## src/rtl/mips_ctrl_pkg.sv

```systemverilog
// rtl/mips_ctrl_pkg.sv - opcodes, ALU codes, PC source codes and FSM encoding for the multi-cycle sequencer
package mips_ctrl_pkg;

    localparam logic [5:0] OP_NOP   = 6'h00;
    localparam logic [5:0] OP_ADD   = 6'h01;
    localparam logic [5:0] OP_ADDI  = 6'h02;
    localparam logic [5:0] OP_SUB   = 6'h03;
    localparam logic [5:0] OP_SUBI  = 6'h04;
    localparam logic [5:0] OP_NOT   = 6'h05;
    localparam logic [5:0] OP_AND   = 6'h06;
    localparam logic [5:0] OP_ANDI  = 6'h07;
    localparam logic [5:0] OP_OR    = 6'h08;
    localparam logic [5:0] OP_ORI   = 6'h09;
    localparam logic [5:0] OP_SHL   = 6'h0A;
    localparam logic [5:0] OP_SHR   = 6'h0B;
    localparam logic [5:0] OP_SLT   = 6'h0C;
    localparam logic [5:0] OP_SLTI  = 6'h0D;
    localparam logic [5:0] OP_BEQ   = 6'h0E;
    localparam logic [5:0] OP_BNQ   = 6'h0F;
    localparam logic [5:0] OP_J     = 6'h10;
    localparam logic [5:0] OP_JI    = 6'h11;
    localparam logic [5:0] OP_LOAD  = 6'h12;
    localparam logic [5:0] OP_LOADI = 6'h13;
    localparam logic [5:0] OP_STORE = 6'h14;

    localparam logic [3:0] ALU_NONE = 4'h0;
    localparam logic [3:0] ALU_ADD  = 4'h1;
    localparam logic [3:0] ALU_SUB  = 4'h2;
    localparam logic [3:0] ALU_NOT  = 4'h3;
    localparam logic [3:0] ALU_AND  = 4'h4;
    localparam logic [3:0] ALU_OR   = 4'h5;
    localparam logic [3:0] ALU_SHL  = 4'h6;
    localparam logic [3:0] ALU_SHR  = 4'h7;
    localparam logic [3:0] ALU_PASS = 4'h8;
    localparam logic [3:0] ALU_SLT  = 4'h9;
    localparam logic [3:0] ALU_EQ   = 4'hA;
    localparam logic [3:0] ALU_NE   = 4'hB;

    localparam logic [1:0] PC_INC    = 2'd0;
    localparam logic [1:0] PC_BRANCH = 2'd1;
    localparam logic [1:0] PC_REG    = 2'd2;
    localparam logic [1:0] PC_IMM    = 2'd3;

    typedef enum logic [2:0] {
        ST_FETCH  = 3'd0,
        ST_DECODE = 3'd1,
        ST_EXEC   = 3'd2,
        ST_MEM    = 3'd3,
        ST_WB     = 3'd4,
        ST_ERR    = 3'd7
    } state_t;

    typedef enum logic [2:0] {
        CLS_NOP    = 3'd0,
        CLS_ALU    = 3'd1,
        CLS_BRANCH = 3'd2,
        CLS_JUMP   = 3'd3,
        CLS_LOAD   = 3'd4,
        CLS_STORE  = 3'd5
    } op_class_t;

    typedef struct packed {
        logic       sel1;
        logic       sel2;
        logic       sel3;
        logic       sel4;
        logic [3:0] sel_ula;
        logic       jump;
        logic       wb_src;
        op_class_t  op_class;
        logic       illegal;
    } ctrl_t;

endpackage

```

## src/rtl/op_decode.sv

```systemverilog
// rtl/op_decode.sv - combinational opcode to static control field decode
module op_decode
    import mips_ctrl_pkg::*;
(
    input  logic [5:0] opcode,
    output ctrl_t      ctrl
);

    always_comb begin
        ctrl = '0;
        case (opcode)
            OP_NOP:   ctrl.op_class = CLS_NOP;
            OP_ADD:   begin ctrl.sel_ula = ALU_ADD;  ctrl.op_class = CLS_ALU; end
            OP_ADDI:  begin ctrl.sel_ula = ALU_ADD;  ctrl.sel4 = 1'b1; ctrl.op_class = CLS_ALU; end
            OP_SUB:   begin ctrl.sel_ula = ALU_SUB;  ctrl.op_class = CLS_ALU; end
            OP_SUBI:  begin ctrl.sel_ula = ALU_SUB;  ctrl.sel4 = 1'b1; ctrl.op_class = CLS_ALU; end
            OP_NOT:   begin ctrl.sel_ula = ALU_NOT;  ctrl.op_class = CLS_ALU; end
            OP_AND:   begin ctrl.sel_ula = ALU_AND;  ctrl.op_class = CLS_ALU; end
            OP_ANDI:  begin ctrl.sel_ula = ALU_AND;  ctrl.sel4 = 1'b1; ctrl.op_class = CLS_ALU; end
            OP_OR:    begin ctrl.sel_ula = ALU_OR;   ctrl.op_class = CLS_ALU; end
            OP_ORI:   begin ctrl.sel_ula = ALU_OR;   ctrl.sel4 = 1'b1; ctrl.op_class = CLS_ALU; end
            OP_SHL:   begin ctrl.sel_ula = ALU_SHL;  ctrl.sel4 = 1'b1; ctrl.op_class = CLS_ALU; end
            OP_SHR:   begin ctrl.sel_ula = ALU_SHR;  ctrl.sel4 = 1'b1; ctrl.op_class = CLS_ALU; end
            OP_SLT:   begin ctrl.sel_ula = ALU_SLT;  ctrl.op_class = CLS_ALU; end
            OP_SLTI:  begin ctrl.sel_ula = ALU_SLT;  ctrl.sel4 = 1'b1; ctrl.op_class = CLS_ALU; end
            OP_BEQ:   begin ctrl.sel_ula = ALU_EQ;   ctrl.sel3 = 1'b1; ctrl.op_class = CLS_BRANCH; end
            OP_BNQ:   begin ctrl.sel_ula = ALU_NE;   ctrl.sel3 = 1'b1; ctrl.op_class = CLS_BRANCH; end
            OP_J:     begin ctrl.jump = 1'b1; ctrl.op_class = CLS_JUMP; end
            OP_JI:    begin ctrl.jump = 1'b1; ctrl.sel1 = 1'b1; ctrl.op_class = CLS_JUMP; end
            OP_LOAD:  begin ctrl.sel_ula = ALU_ADD;  ctrl.wb_src = 1'b1; ctrl.op_class = CLS_LOAD; end
            OP_LOADI: begin ctrl.sel_ula = ALU_PASS; ctrl.sel4 = 1'b1; ctrl.op_class = CLS_ALU; end
            OP_STORE: begin ctrl.sel_ula = ALU_ADD;  ctrl.op_class = CLS_STORE; end
            default:  ctrl.illegal = 1'b1;
        endcase
    end

endmodule

```

## src/rtl/multicycle_ctrl.sv

```systemverilog
// rtl/multicycle_ctrl.sv - FETCH/DECODE/EXEC/MEM/WB sequencer with memory watchdog and retire counter
module multicycle_ctrl
    import mips_ctrl_pkg::*;
#(
    parameter int MEM_TIMEOUT = 64,
    parameter int CNT_W       = 16
) (
    input  logic             clk,
    input  logic             rst_n,
    input  logic             en,
    input  logic [5:0]       opcode,
    input  logic             cmp_true,
    input  logic             mem_ready,
    output logic             mem_req,
    output logic             mem_we,
    output logic             mem_addr_sel,
    output logic             ir_write,
    output logic             pc_write,
    output logic [1:0]       pc_src,
    output logic             sel1,
    output logic             sel2,
    output logic             sel3,
    output logic             sel4,
    output logic [3:0]       selULA,
    output logic             jump,
    output logic             regwrite,
    output logic             wb_src,
    output logic             illegal_op,
    output logic             bus_err,
    output logic [CNT_W-1:0] instr_count,
    output logic [2:0]       state
);

    localparam int WD_W = (MEM_TIMEOUT > 1) ? $clog2(MEM_TIMEOUT) : 1;

    state_t           cur_state, nxt_state;
    ctrl_t            dec, fields, act;
    logic [WD_W-1:0]  wd_cnt, wd_nxt;
    logic             wd_expire;
    logic             retire;
    logic [CNT_W-1:0] count;

    op_decode u_op_decode (
        .opcode (opcode),
        .ctrl   (dec)
    );

    // DECODE sees the live decode; later states use the fields captured at its end.
    assign act       = (cur_state == ST_DECODE) ? dec : fields;
    assign wd_expire = (MEM_TIMEOUT != 0) && (wd_cnt == WD_W'(MEM_TIMEOUT - 1));

    always_ff @(posedge clk or negedge rst_n) begin
        if (!rst_n) begin
            cur_state <= ST_FETCH;
            wd_cnt    <= '0;
            count     <= '0;
            fields    <= '0;
        end else begin
            cur_state <= nxt_state;
            wd_cnt    <= wd_nxt;
            if (retire)
                count <= count + 1'b1;
            if (en && cur_state == ST_DECODE)
                fields <= dec;
        end
    end

    always_comb begin
        nxt_state = cur_state;
        wd_nxt    = wd_cnt;
        retire    = 1'b0;
        if (en) begin
            case (cur_state)
                ST_FETCH, ST_MEM: begin
                    if (mem_ready) begin
                        wd_nxt = '0;
                        if (cur_state == ST_FETCH) begin
                            nxt_state = ST_DECODE;
                        end else if (act.op_class == CLS_LOAD) begin
                            nxt_state = ST_WB;
                        end else begin
                            nxt_state = ST_FETCH;
                            retire    = 1'b1;
                        end
                    end else if (wd_expire) begin
                        wd_nxt    = '0;
                        nxt_state = ST_ERR;
                    end else begin
                        wd_nxt = wd_cnt + 1'b1;
                    end
                end
                ST_DECODE: begin
                    if (act.op_class == CLS_NOP) begin
                        nxt_state = ST_FETCH;
                        retire    = 1'b1;
                    end else begin
                        nxt_state = ST_EXEC;
                    end
                end
                ST_EXEC: begin
                    case (act.op_class)
                        CLS_ALU:              nxt_state = ST_WB;
                        CLS_LOAD, CLS_STORE:  nxt_state = ST_MEM;
                        default: begin
                            nxt_state = ST_FETCH;
                            retire    = 1'b1;
                        end
                    endcase
                end
                ST_WB: begin
                    nxt_state = ST_FETCH;
                    retire    = 1'b1;
                end
                ST_ERR:  nxt_state = ST_ERR;
                default: nxt_state = ST_ERR;
            endcase
        end
    end

    always_comb begin
        mem_req      = 1'b0;
        mem_we       = 1'b0;
        mem_addr_sel = 1'b0;
        ir_write     = 1'b0;
        pc_write     = 1'b0;
        pc_src       = PC_INC;
        sel1         = 1'b0;
        sel2         = 1'b0;
        sel3         = 1'b0;
        sel4         = 1'b0;
        selULA       = ALU_NONE;
        jump         = 1'b0;
        regwrite     = 1'b0;
        wb_src       = 1'b0;
        illegal_op   = 1'b0;
        bus_err      = 1'b0;
        if (rst_n) begin
            if (cur_state inside {ST_DECODE, ST_EXEC, ST_MEM, ST_WB}) begin
                sel1   = act.sel1;
                sel2   = act.sel2;
                sel3   = act.sel3;
                sel4   = act.sel4;
                selULA = act.sel_ula;
                jump   = act.jump;
                wb_src = act.wb_src;
            end
            case (cur_state)
                ST_FETCH: begin
                    mem_req  = en;
                    ir_write = en & mem_ready;
                    pc_write = en & mem_ready;
                end
                ST_DECODE: illegal_op = en & act.illegal;
                ST_EXEC: begin
                    if (act.op_class == CLS_BRANCH && cmp_true) begin
                        pc_write = en;
                        pc_src   = PC_BRANCH;
                    end else if (act.op_class == CLS_JUMP) begin
                        pc_write = en;
                        // sel1 is set only by Ji, which jumps to the immediate
                        pc_src   = act.sel1 ? PC_IMM : PC_REG;
                    end
                end
                ST_MEM: begin
                    mem_req      = en;
                    mem_addr_sel = 1'b1;
                    mem_we       = en & (act.op_class == CLS_STORE);
                end
                ST_WB:   regwrite = en;
                ST_ERR:  bus_err  = 1'b1;
                default: bus_err  = 1'b0;
            endcase
        end
    end

    assign instr_count = count;
    assign state       = cur_state;

endmodule

```

## config.mk

```make
export PLATFORM = sky130hd
export DESIGN_NAME = multicycle_ctrl
export DESIGN_NICKNAME = d
export VERILOG_FILES = /design/src/rtl/mips_ctrl_pkg.sv /design/src/rtl/op_decode.sv /design/src/rtl/multicycle_ctrl.sv
export SDC_FILE = /design/constraint.sdc
export NUM_CORES = 1
export LEC_CHECK = 0
export CAP_MARGIN = 40
export CORE_MARGIN = 2
export CORE_UTILIZATION = 57
export CTS_CLUSTER_DIAMETER = 120
export CTS_CLUSTER_SIZE = 25
export DETAILED_ROUTE_END_ITERATION = 12
export GPL_ROUTABILITY_DRIVEN = 0
export GPL_TIMING_DRIVEN = 0
export PLACE_DENSITY = 0.91
export RECOVER_POWER = 25
export SYNTH_ARGS = -nofsm -noshare
export SYNTH_HDL_FRONTEND = slang
export SYNTH_HIERARCHICAL = 1
export SYNTH_SLANG_ARGS = --single-unit
```

## constraint.sdc

```tcl
create_clock -name clk -period 3.1 [get_ports clk]
set_input_delay 0.62 -clock clk [delete_from_list [all_inputs] [get_ports clk]]
set_output_delay 0.62 -clock clk [all_outputs]
set_load 0.01 [all_outputs]
```

[Word-level counts from Yosys, hierarchy flattened]
Index checks and enable logic that the tools add are counted.
W data, S select, Z words.
Cells by class
  equal/unequal tests: 32
  reduce and logical (&&, ||, !) cells: 21
  $add $sub $neg: 2
  mux-type cells: 62
  bitwise gates (word level): 3
Operators with widths (number)
  $eq A6 B4 Y1 const B: 8
  $pmux W4 S11: 1
  $mux W1: 42
  $eq A6 B5 Y1 const B: 5
  $eq A6 B3 Y1 const B: 4
  $reduce_or A21 Y1: 1
  $add A16 B1 Y16 const B: 1
  $reduce_or A2 Y1: 8
  $pmux W3 S5: 1
  $mux W14: 1
  $reduce_or A14 Y1: 1
  $eq A3 B2 Y1 const B: 4
  $eq A3 B3 Y1 const B: 4
  $eq A6 B2 Y1 const B: 2
  $mux W3: 4
  $mux W6: 2
  $pmux W3 S4: 1
  $mux W2: 5
  $mux W4: 2
  $reduce_or A8 Y1: 1
  $add A6 B1 Y6 const B: 1
  $eq A3 B1 Y1 const B: 2
  $eq A6 B1 Y1 const B: 1
  $eq A6 B6 Y1 const B: 1
  12 further kinds: 17
Word-level totals
  word-level logic and storage cells: 131
  input bits: 11
  flip-flop bits (word level): 38

[Depth between registers and ports, before layout]
  word-level depth: 10
  mapped depth: 11

[Modules after synthesis]
Netlist, hierarchy kept.
Modules (own cells, without submodules)
  multicycle_ctrl: area an instance 2289.7 µm², seq. area each 950.9 µm², cells an instance 234, instances 1
  op_decode: area an instance 352.8 µm², seq. area each 0.0 µm², cells an instance 57, instances 1

[Worst setup path before layout]
Ideal clock, no wire load.
  kind: in2out
  start: in opcode[1]
  end: out mem_we
  path buffers: 1
  path slack: 0.428 ns
  required time: 2.480 ns
  data arrival time: 2.052 ns
  stages on the path: 7
  path through: buf_2 > nor4_1 > a21oi_1 > nor2_1 > a2111oi_2 > mux2i_1 > nor4_1
RTL lines
  start, declared: line multicycle_ctrl.sv:11  | input logic [5:0] opcode,
  end, declared: line multicycle_ctrl.sv:15  | output logic mem_we,

[Final worst setup path]
  start: in en
  end: out mem_req
Between the ends
  word-level cells in the longest chain between the ends: 2
RTL lines
  start, declared: line multicycle_ctrl.sv:10  | input logic en,
  $mux W1: line multicycle_ctrl.sv:147  | case (cur_state)
  $mux W1: line multicycle_ctrl.sv:137  | if (rst_n) begin
  end, declared: line multicycle_ctrl.sv:14  | output logic mem_req,
No other way between the ends.

==> reports/metrics.cfg <==
[cells_and_area]
final_common_cell = nand2_1
fin_area_mm2 = 0.00338
antenna_cells = 0
mostFrequentLayoutCells = 42 x nand2_1, 38 x dfrtp_1, 36 x clkdlybuf4s50_1
drive_gt1_share_pct = 22.9
nNetsFinal = 365
syn_to_final_growth_pct = 27.8

[critical_path]
critPathArrivalTime_ns = 2.40
r2r_cells = 6
cp_max_fo = 10
r2r-end = instr_count[11]$_DFFE_PN0P_
cp-start-kind = input port
rrSetupSlack_ns = 1.19
cp-end-kind = primary output
setup.worst_path.class = in2out
required_ns = 2.48
reg2reg_from = state[2]$_DFFE_PN0P_

[sta]
tightest_slew_ns = 0.520
relSlewSlack_pct = 65.4
clock-skew-final_ns = 0.00786
max_freq_mhz = 331
finalHoldViolations = 0
min_period_ns = 3.02
finalCritPeriodShare_pct = 97.5
tns_ns = 0
rsz0062_at_grt = false
setup_viol = 0
drv_slew = 0

[clocking]
tritoncts = yes
htreeDepth = 2
clock_latency_ns = 0.29
holdBufCountCts = 0
cts_made_buffers = 5
ctsLongestPathBuffers = 2
clockRootBuffer = clkbuf_8
cts.sinks = 38
clkTransAtPathRegs_ns = 0.07

[detailed_routing]
post_drt_wl_per_cell_um = 16.0
drtIter0Drc = 248
firstDrtPassIters = 5
drc_errors = 0
vias = 2426
via_per_inst = 5.99
ant_nets = 0
routed_wirelength_um = 6480

[placement]
port_buffers = 46
dp_hpwl_um = 4490
dpl_cell_area_mm2 = 0.00318

[synthesis]
synth-async-reset-ratio_pct = 100
yosysWarningCount = 6
ys.flop_type = dfrtp_1
synth_top_cell_by_area = dfrtp_1
synthesis.nets = 304
synth_area_mm2 = 0.00264
yosysSeqAreaShare_pct = 36.0
yosysUniqueCellTypes = 57
synthTopCellsByArea = dfrtp_1 36%, nand2_1 6.0%, xnor2_1 5.6%, mux2_2 5.1%, a21oi_1 3.8%
ys_ff_latch = 38
yosys.area.top_type_share_pct = 36.0
postSynthCellCount = 291
post_synth.cell_area_avg_um2 = 9.08
synth_edf_count = 0

[power_and_ir_drop]
powerDensity_mw_per_mm2 = 660
peakVddDrop_v = 0.000460
leakage_nw = 1.45

[global_route]
grt_overflow = 0
grt_use_total_pct = 27.0
grt_pass1_vias = 2356
grt_max_degree = 33
antenna_found_initial = 0
grt_pass1_wl_um = 11100

[floorplan]
rows = 24
die_y_um = 72.1
io_pins = 50
core_mm2 = 0.00441
die_w_um = 72.1
start_util_pct = 59.9
die-area_mm2 = 0.00520

[flow_run]
cap_violations = 0

[status]
status = finished clean

[hold_path]
hold_path_class = in2async

==> worst max path at each step <==
stage / start / end / slack [ns] / depth (start not counted)
after floorplan: opcode[1] / mem_we / 0.43 / 7
after global placement: rst_n / wb_src / -1.60 / 4
after detailed placement: opcode[4] / pc_src[0] / -0.71 / 10
after CTS: opcode[5] / sel1 / 0.006 / 7
after global routing: en / mem_req / 0.03 / 6
final: en / mem_req / 0.08 / 6
==> routing by layer <==
layer	wire length [µm]	share of wire, %	track usage [%]
met2	3220	50	43.7
met4	117	1.8	10.5
met1	2850	44	36.2
met3	283	4.4	4.58
met5	0	0	0
==> worst max-delay path, cell delays in order <==
cell	delay, ns
clkdlybuf4s50_1	0.58
buf_4	0.22
nand2b_2	0.16
nor2_4	0.16
and2_1	0.13
clkdlybuf4s50_1	0.53
==> final cells by class <==
class | count | area, µm²
Clock inverter | 1 | 5.00
Inverter | 7 | 26.3
Multi-Input combinational cell | 225 | 1580
Fill cell | 320 | 1040
Sequential cell | 38 | 951
Timing Repair Buffer | 55 | 508
Tap cell | 52 | 65.1
Buffer | 20 | 159
Clock buffer | 7 | 86.3
==> synthesized netlist by cell type (2+ instances only) <==
| cell type | instances |
|---|---|
| clkbuf_1 | 5 |
| buf_4 | 5 |
| and2_1 | 4 |
| nor4_1 | 3 |
| nand2_1 | 42 |
| xnor2_1 | 17 |
| nand3b_1 | 2 |
| o2111ai_1 | 5 |
| mux2i_1 | 4 |
| o21ai_1 | 3 |
| a21o_1 | 4 |
| buf_2 | 4 |
| and4_1 | 2 |
| inv_1 | 5 |
| buf_6 | 7 |
| mux2_2 | 12 |
| nand3_1 | 4 |
| o31ai_1 | 3 |
| o21ai_0 | 7 |
| nand2b_1 | 6 |
| and3_1 | 11 |
| a211oi_1 | 2 |
| a31oi_1 | 2 |
| o2111ai_2 | 5 |
| nor3_1 | 6 |
| nand4_1 | 2 |
| ha_1 | 2 |
| dfrtp_1 | 38 |
| o211ai_2 | 2 |
| a21oi_1 | 20 |
| inv_2 | 2 |
| nor3b_1 | 6 |
| nor2_1 | 21 |
| nor2b_1 | 5 |
==> report_power, final <==
part | total (mW) | switching (mW) | internal [mW] | leakage (nW)
Combinational | 1.12 | 0.604 | 0.520 | 0.897
Sequential | 0.746 | 0.122 | 0.624 | 0.503
Clock | 0.361 | 0.181 | 0.180 | 0.0482
Total | 2.23 | 0.906 | 1.32 | 1.45
==> registers in the layout, summed over array words and instances (netlist names) <==
name	count
wd_cnt	6
instr_count	16
state	3
fields	13
==> kinds of logic after synthesis <==
group                    Yosys count  synth area share, %
AO/OA/AOI/OAI                     66                 19.3
flip-flops                        38                 36.0
adder cells (fa/ha/maj)            3                 1.37
AND/OR/NAND/NOR                  121                 23.7
buffers and inverters             28                 6.87
multiplexers                      16                 6.63
other                              1                0.142
XOR/XNOR                          18                 5.97
==> through the flow <==
stage                     worst slack, ns  hold WS [ns]  instances  util, %  total power [mW]
after floorplan                     0.428         0.324        291        -              1.45
after global placement              -1.60         0.466        389     71.8              1.76
after detailed placement           -0.711         0.471        390     72.1              1.80
after CTS                         0.00625         0.207        405     76.4              2.21
after global routing               0.0284         0.216        405     76.5              2.39
final                              0.0768         0.208        405     76.5              2.23
==> repair_timing <==
action	in CTS	in global routing
endpoints found under the setup margin	12	9
resized for setup	27	16
pin swaps	4	2
buffers inserted	8	0
Note: power is estimated with default switching activity, not from simulation.
